**src/rtl/serial_subtractor.sv**
```systemverilog
// Multi-cycle subtractor: diff = a - b - bin over WIDTH bits, DIGIT bits per
// clock, with the borrow carried between digits in a register. Operands are
// shifted right one digit per cycle so the active digit always sits in the
// low bits. The result is shifted in from the top, which leaves digit 0 at
// the bottom once all STEPS digits have been produced.
module serial_subtractor #(
  parameter int WIDTH = 16,
  parameter int DIGIT = 4
) (
  input  logic             clk,
  input  logic             rst_n,
  input  logic             in_valid,
  output logic             in_ready,
  input  logic [WIDTH-1:0] a,
  input  logic [WIDTH-1:0] b,
  input  logic             bin,
  input  logic             abort,
  output logic             out_valid,
  input  logic             out_ready,
  output logic [WIDTH-1:0] diff,
  output logic             bout,
  output logic             zero,
  output logic             ovf
);

  localparam int STEPS = WIDTH / DIGIT;
  localparam int CW    = (STEPS > 1) ? $clog2(STEPS) : 1;
  localparam logic [CW-1:0] LAST = CW'(STEPS - 1);

  typedef enum logic [1:0] {IDLE, RUN, DONE} state_t;

  state_t           state, state_nx;
  logic [WIDTH-1:0] a_sh, b_sh;
  logic             a_msb, b_msb;
  logic             borrow;
  logic [CW-1:0]    cnt;
  logic [DIGIT:0]   dsub;
  logic [WIDTH-1:0] diff_nx;
  logic             last;

  // One digit of subtraction; the extra top bit of dsub is the borrow out.
  always_comb begin
    dsub    = {1'b0, a_sh[DIGIT-1:0]} - {1'b0, b_sh[DIGIT-1:0]} - {{DIGIT{1'b0}}, borrow};
    diff_nx = diff >> DIGIT;
    diff_nx[WIDTH-1 -: DIGIT] = dsub[DIGIT-1:0];
    last    = (cnt == LAST);
  end

  // State register.
  always_ff @(posedge clk or negedge rst_n) begin
    if (!rst_n) state <= IDLE;
    else        state <= state_nx;
  end

  // Next-state and handshake outputs; abort wins over completion/out_ready.
  always_comb begin
    state_nx  = state;
    in_ready  = 1'b0;
    out_valid = 1'b0;
    case (state)
      IDLE: begin
        in_ready = 1'b1;
        if (in_valid) state_nx = RUN;
      end
      RUN: begin
        if (abort)     state_nx = IDLE;
        else if (last) state_nx = DONE;
      end
      DONE: begin
        out_valid = 1'b1;
        if (abort || out_ready) state_nx = IDLE;
      end
      default: state_nx = IDLE;
    endcase
  end

  // Operand capture, digit-serial datapath and completion flags.
  always_ff @(posedge clk or negedge rst_n) begin
    if (!rst_n) begin
      a_sh   <= '0;
      b_sh   <= '0;
      a_msb  <= 1'b0;
      b_msb  <= 1'b0;
      borrow <= 1'b0;
      cnt    <= '0;
      diff   <= '0;
      bout   <= 1'b0;
      zero   <= 1'b0;
      ovf    <= 1'b0;
    end else begin
      case (state)
        IDLE: begin
          if (in_valid) begin
            a_sh   <= a;
            b_sh   <= b;
            a_msb  <= a[WIDTH-1];
            b_msb  <= b[WIDTH-1];
            borrow <= bin;
            cnt    <= '0;
          end
        end
        RUN: begin
          if (abort) begin
            bout <= 1'b0;
            zero <= 1'b0;
            ovf  <= 1'b0;
          end else begin
            a_sh   <= a_sh >> DIGIT;
            b_sh   <= b_sh >> DIGIT;
            diff   <= diff_nx;
            borrow <= dsub[DIGIT];
            cnt    <= cnt + 1'b1;
            if (last) begin
              bout <= dsub[DIGIT];
              zero <= (diff_nx == '0);
              ovf  <= (a_msb != b_msb) && (diff_nx[WIDTH-1] != a_msb);
            end
          end
        end
        DONE: begin
          if (abort) begin
            bout <= 1'b0;
            zero <= 1'b0;
            ovf  <= 1'b0;
          end
        end
        default: ;
      endcase
    end
  end

endmodule
```
**config.mk**
```make
export PLATFORM = sky130hd
export DESIGN_NAME = serial_subtractor
export DESIGN_NICKNAME = d
export VERILOG_FILES = /design/src/rtl/serial_subtractor.sv
export SDC_FILE = /design/constraint.sdc
export NUM_CORES = 1
export LEC_CHECK = 0
export ABC_CLOCK_PERIOD_IN_PS = 6100
export CORE_MARGIN = 1
export CORE_UTILIZATION = 50
export DETAILED_ROUTE_END_ITERATION = 8
export GPL_TIMING_DRIVEN = 0
export PLACE_DENSITY = 0.79
export SETUP_SLACK_MARGIN = 0.3
export SYNTH_ARGS = -nofsm -noshare
export SYNTH_HDL_FRONTEND = slang
export SYNTH_SLANG_ARGS = --single-unit
export TNS_END_PERCENT = 1
```
**constraint.sdc**
```tcl
create_clock -name clk -period 6.1 [get_ports clk]
set_input_delay 1.22 -clock clk [delete_from_list [all_inputs] [get_ports clk]]
set_output_delay 1.22 -clock clk [all_outputs]
set_load 0.005 [all_outputs]
```
Word-level counts from Yosys, hierarchy flattened. Index checks and enable logic that the tools add are counted.

Word-level logic and storage cells: 65. Bits in latches: 0. Memories kept: 0. Bits of input ports: 38. ROM bits: 0. Register bits after elaboration: 58. RAM bits: 0.

Divide/modulo/power cells: 0. Bitwise operators: 1. Multiply operators: 0. $lt $le $gt $ge: 0. Eq/ne operators: 10. $add $sub $neg: 3. Reductions and logical operators: 11. Shift operators: 0. Muxes and demuxes: 29.

Operators with widths (number): $mux W16 (4); $pmux W16 S2 (2); $logic_not A16 Y1 (1); $mux W2 (6); $mux W1 (11); $reduce_and A3 Y1 (3); $ne A2 B2 Y1 const B (4); $pmux W1 S2 (4); $pmux W2 S3 (1); $sub A4 B4 Y5 (1); $sub A5 B1 Y5 (1); $eq A2 B2 Y1 const B (2); $pmux W2 S2 (1); $reduce_and A2 Y1 (2); $reduce_bool A2 Y1 (2); $ne A3 B3 Y1 const B (1); $add A2 B1 Y2 const B (1); $eq A2 B1 Y1 const B (1); $logic_not A2 Y1 (1); $ne A1 B1 Y1 (2); $logic_and A1 B1 Y1 (1); $logic_or A1 B1 Y1 (1); $not A1 Y1 (1).

Longest topological paths before layout.
Depth in word-level cells: 7. Mapped depth: 8.

Least setup slack after synthesis. Ideal clock, no wire load.

Path type: input port to flip-flop. Start: input port in_valid. End: register a_sh[0]. Data arrival time: 1.909 ns. Data required time: 5.968 ns. Slack: 4.058 ns. Cell stages on the path: 4. Setup time: 0.132 ns. Cell sequence: nor3b_2 -> nor2_2 -> clkbuf_1 -> o21ai_1.

Longest elaborated chain between the ends: 2.

Ends and longest elaborated chain: start, declared (line 12) `input logic in_valid,`; $ne A2 B2 Y1 (no line); $reduce_and A3 Y1 (no line); end signal, assigned (line 108) `a_sh <= a_sh >> DIGIT;`; end, declared (line 33) `logic [WIDTH-1:0] a_sh, b_sh;`.

Every way passes these cells. A chain may end at the register's enable or synchronous reset.

Worst setup path after layout.
Start: register state[1]. End: output port out_valid.

Longest elaborated chain between the ends: 2.

Ends and longest elaborated chain: start, declared (line 32) `state_t state, state_nx;`; start signal, assigned (line 52) `else state <= state_nx;`; $eq A2 B2 Y1 (line 60) `case (state)`; $mux W1 (line 60); end, declared (line 18) `output logic out_valid,`.

Every way passes these cells.

==> flow_metrics.env <==
export IMPL_worstPathRequired_ns=4.88
export IMPL_die_w_um=75.2
export IMPL_ant_nets=0
export IMPL_grt_max_degree=32
export IMPL_die_y_um=75.2
export IMPL_max_freq_ghz=0.354
export IMPL_p_per_area_mw_per_mm2=472
export IMPL_via_per_inst=5.09
export IMPL_status="complete, no violations"
export IMPL_worstPathMaxFanout=6
export IMPL_synth_area_mm2=0.00268
export IMPL_fin_crit_sh_pct=46.3
export IMPL_grt_pass1_wl_um=8980
export IMPL_seq_power_share_pct=39.0
export IMPL_finalInstanceArea_mm2=0.00358
export IMPL_register_area_mm2=0.00145
export IMPL_antenna_found_initial=0
export IMPL_yosys_area_top_type_share_pct=54.2
export IMPL_grt_pass1_vias=2011
export IMPL_track_usage_pct=21.9
export IMPL_fin_util_pct=69.6
export IMPL_h_tree_depth=3
export IMPL_clk_pin_slew_ns=0.06
export IMPL_switchingPower_w=0.000574
export IMPL_p_clk_share_pct=22.3
export IMPL_p_comb_share_pct=38.7
export IMPL_hp_class="reg -> reg"
export IMPL_clock_latency_ns=0.33
export IMPL_hold_violations=0
export IMPL_drcViolationCount=0
export IMPL_ys_ff_latch=58
export IMPL_ys_types=38
export IMPL_drive_above_1_share_pct=10.1
export IMPL_dp_cells=390
export IMPL_internal_power_w=0.00112
export IMPL_tns_ns=0
export IMPL_ios=59
export IMPL_slew_viol_final=0
export IMPL_worst_ep_arrival_time_ns=1.60
export IMPL_core_area_mm2=0.00514
export IMPL_skew_ns=0.00448
export IMPL_ys_async_sr_fraction_pct=100
export IMPL_area_delta_synth_final_pct=33.6
export IMPL_post_dp_hpwl_um=3950
export IMPL_grt_overflow=0
export IMPL_synth_edff_count=0
export IMPL_vdd_drop_max_mv=0.238
export IMPL_routed_wl_um=5390
export IMPL_synth_cells=261
export IMPL_finalNonFillerCells=406
export IMPL_yosys_top_cells_area="dfrtp_1, nand2_1, mux2i_1"
export IMPL_relSlewSlack_pct=57.4
export IMPL_place_gp_congestion=0.767
export IMPL_cts_buffer_depth=2
export IMPL_swShare_pct=34.0
export IMPL_finalCriticalPeriod_ns=2.82
export IMPL_yosys_most_used_dff="dfrtp_1"
export IMPL_multi_input_area_mm2=0.00110
export IMPL_cts_setup_buffers=0
export IMPL_path_class="reg -> out"
export IMPL_leakage_nw=1.68
export IMPL_initial_core_util_pct=52.1
export IMPL_numCtsBuffers=9
export IMPL_post_cts_resized=0
export IMPL_diodes=0
export IMPL_drt_first_pass_iters=4
export IMPL_ys_warn_count=0
export IMPL_final_nets=376
export IMPL_tritoncts="done"
export IMPL_syn_avg_cell_area_um2=10.3
export IMPL_root_buffer="clkbuf_8"
export IMPL_dpl_instance_area_mm2=0.00336
export IMPL_cp_end_kind="output port"
export IMPL_fillCellCount=435
export IMPL_synth_nets=306
export IMPL_cts_sinks=58
export IMPL_crit_path_start_kind="register"
export IMPL_yosysSeqAreaShare_pct=54.2
export IMPL_yosysTopAreaCell="dfrtp_1"
export IMPL_cts_hold_buf=0
export IMPL_vias=2066
export IMPL_die_area_mm2=0.00565
export IMPL_cap_violations=0
export IMPL_wl_per_cell_um=13.3
export IMPL_tightest_slew_ns=0.639
export IMPL_portBuffers=58
export IMPL_rsz0062_at_grt="no"
export IMPL_num_rows=26
export IMPL_setup_viol=0
export IMPL_drt_iter0_drc=91
## critical path, cell delays in order (launching register included)
cell             delay [ns]
dfrtp_1                0.47
nor2b_1                0.26
clkdlybuf4s50_1        0.54
## layout by cell type, fill, tap and decap left out, drive strengths merged, types with 2 or more instances in the layout
master and instances:
nor2b 2, dfrtp 58, mux2 2, ha 5, inv 12, nor4 2, mux2i 24, nor2 4
clkdlybuf4s50 57, clkbuf 16, a22o 9, buf 14, fa 2, nand2b 2, o21ai 32, nor3b 2
nand2 76
## worst paths after layout
| path | from | to | slack, ns | depth (start not counted) |
|---|---|---|---|---|
| max | state[1] | out_valid | 3.28 | 2 |
| min | diff[1] | diff[1] | 0.48 | 2 |
| max reg2reg | a_sh[0] | ovf | 4.08 | 6 |
| min reg2reg | diff[1] | diff[1] | 0.48 | 2 |
| max in group asynchronous | rst_n | a_sh[11] | 4.60 | 2 |
| min in group asynchronous | rst_n | diff[0] | 0.91 | 1 |
## sequential cells by signal (all words and copies together), names as in the netlist
register / cells
cnt: 2
borrow: 1
state: 2
bout: 1
zero: 1
ovf: 1
a_sh: 16
diff: 16
a_msb: 1
b_msb: 1
b_sh: 16
## layout make-up
cell class | instances | share of cell area, %
Sequential cell | 58 | 40.6
Clock buffer | 15 | 5.21
Clock inverter | 1 | 0.840
Multi-Input combinational cell | 178 | 30.7
Tap cell | 70 | 2.45
Inverter | 12 | 1.26
Timing Repair Buffer | 59 | 16.7
Buffer | 13 | 2.27
## Yosys cell counts (all sizes together), types with 2 or more instances
master and count:
o21ai 32, nor2b 2, nand2b 2, nor4 2
nand2 76, mux2i 24, a22o 9, inv 12
nor3b 2, mux2 2, dfrtp 58, ha 5
fa 2, buf 12, nor2 4
## per-stage QoR
stage,hold WS (ns),worst slack (ns),power [W]
6_report,0.477,3.28,0.00169
2_1_floorplan,0.455,4.06,0.00107
3_3_place_gp,0.458,2.05,0.00130
4_1_cts,0.480,3.27,0.00170
3_5_place_dp,0.466,3.29,0.00132
5_1_grt,0.506,3.22,0.00182
## power groups by stage
stage               clock (W)  combinational (W)  sequential (W)
CTS                  0.000382           0.000662        0.000659
floorplan                   0           0.000429        0.000640
global placement            0           0.000638        0.000659
global route         0.000401           0.000742        0.000679
finish               0.000376           0.000654        0.000658
detailed placement          0           0.000660        0.000665
## metal layers
metal / track usage, % / routed length [µm] / part of all wire (%) / vias up
li1: - / - / - / 1014
met1: 27.8 / 2500 / 46 / 991
met2: 35.9 / 2590 / 48 / 53
met3: 5.89 / 231 / 4.3 / 8
met4: 8.64 / 74 / 1.4 / 0
met5: 0 / 0 / 0 / -
## cells by family after synthesis
kind of cell | count (synthesis) | share of synthesized area [%]
AOI/OAI and AO/OA | 48 | 10.8
DFF | 58 | 54.2
and+or+nand+nor | 95 | 15.9
buffers and inverters | 25 | 4.72
muxes | 26 | 9.82
xor gates and xnor gates | 2 | 0.655
adders and majority gates | 7 | 3.83
Power figures use the tool's default switching activity.
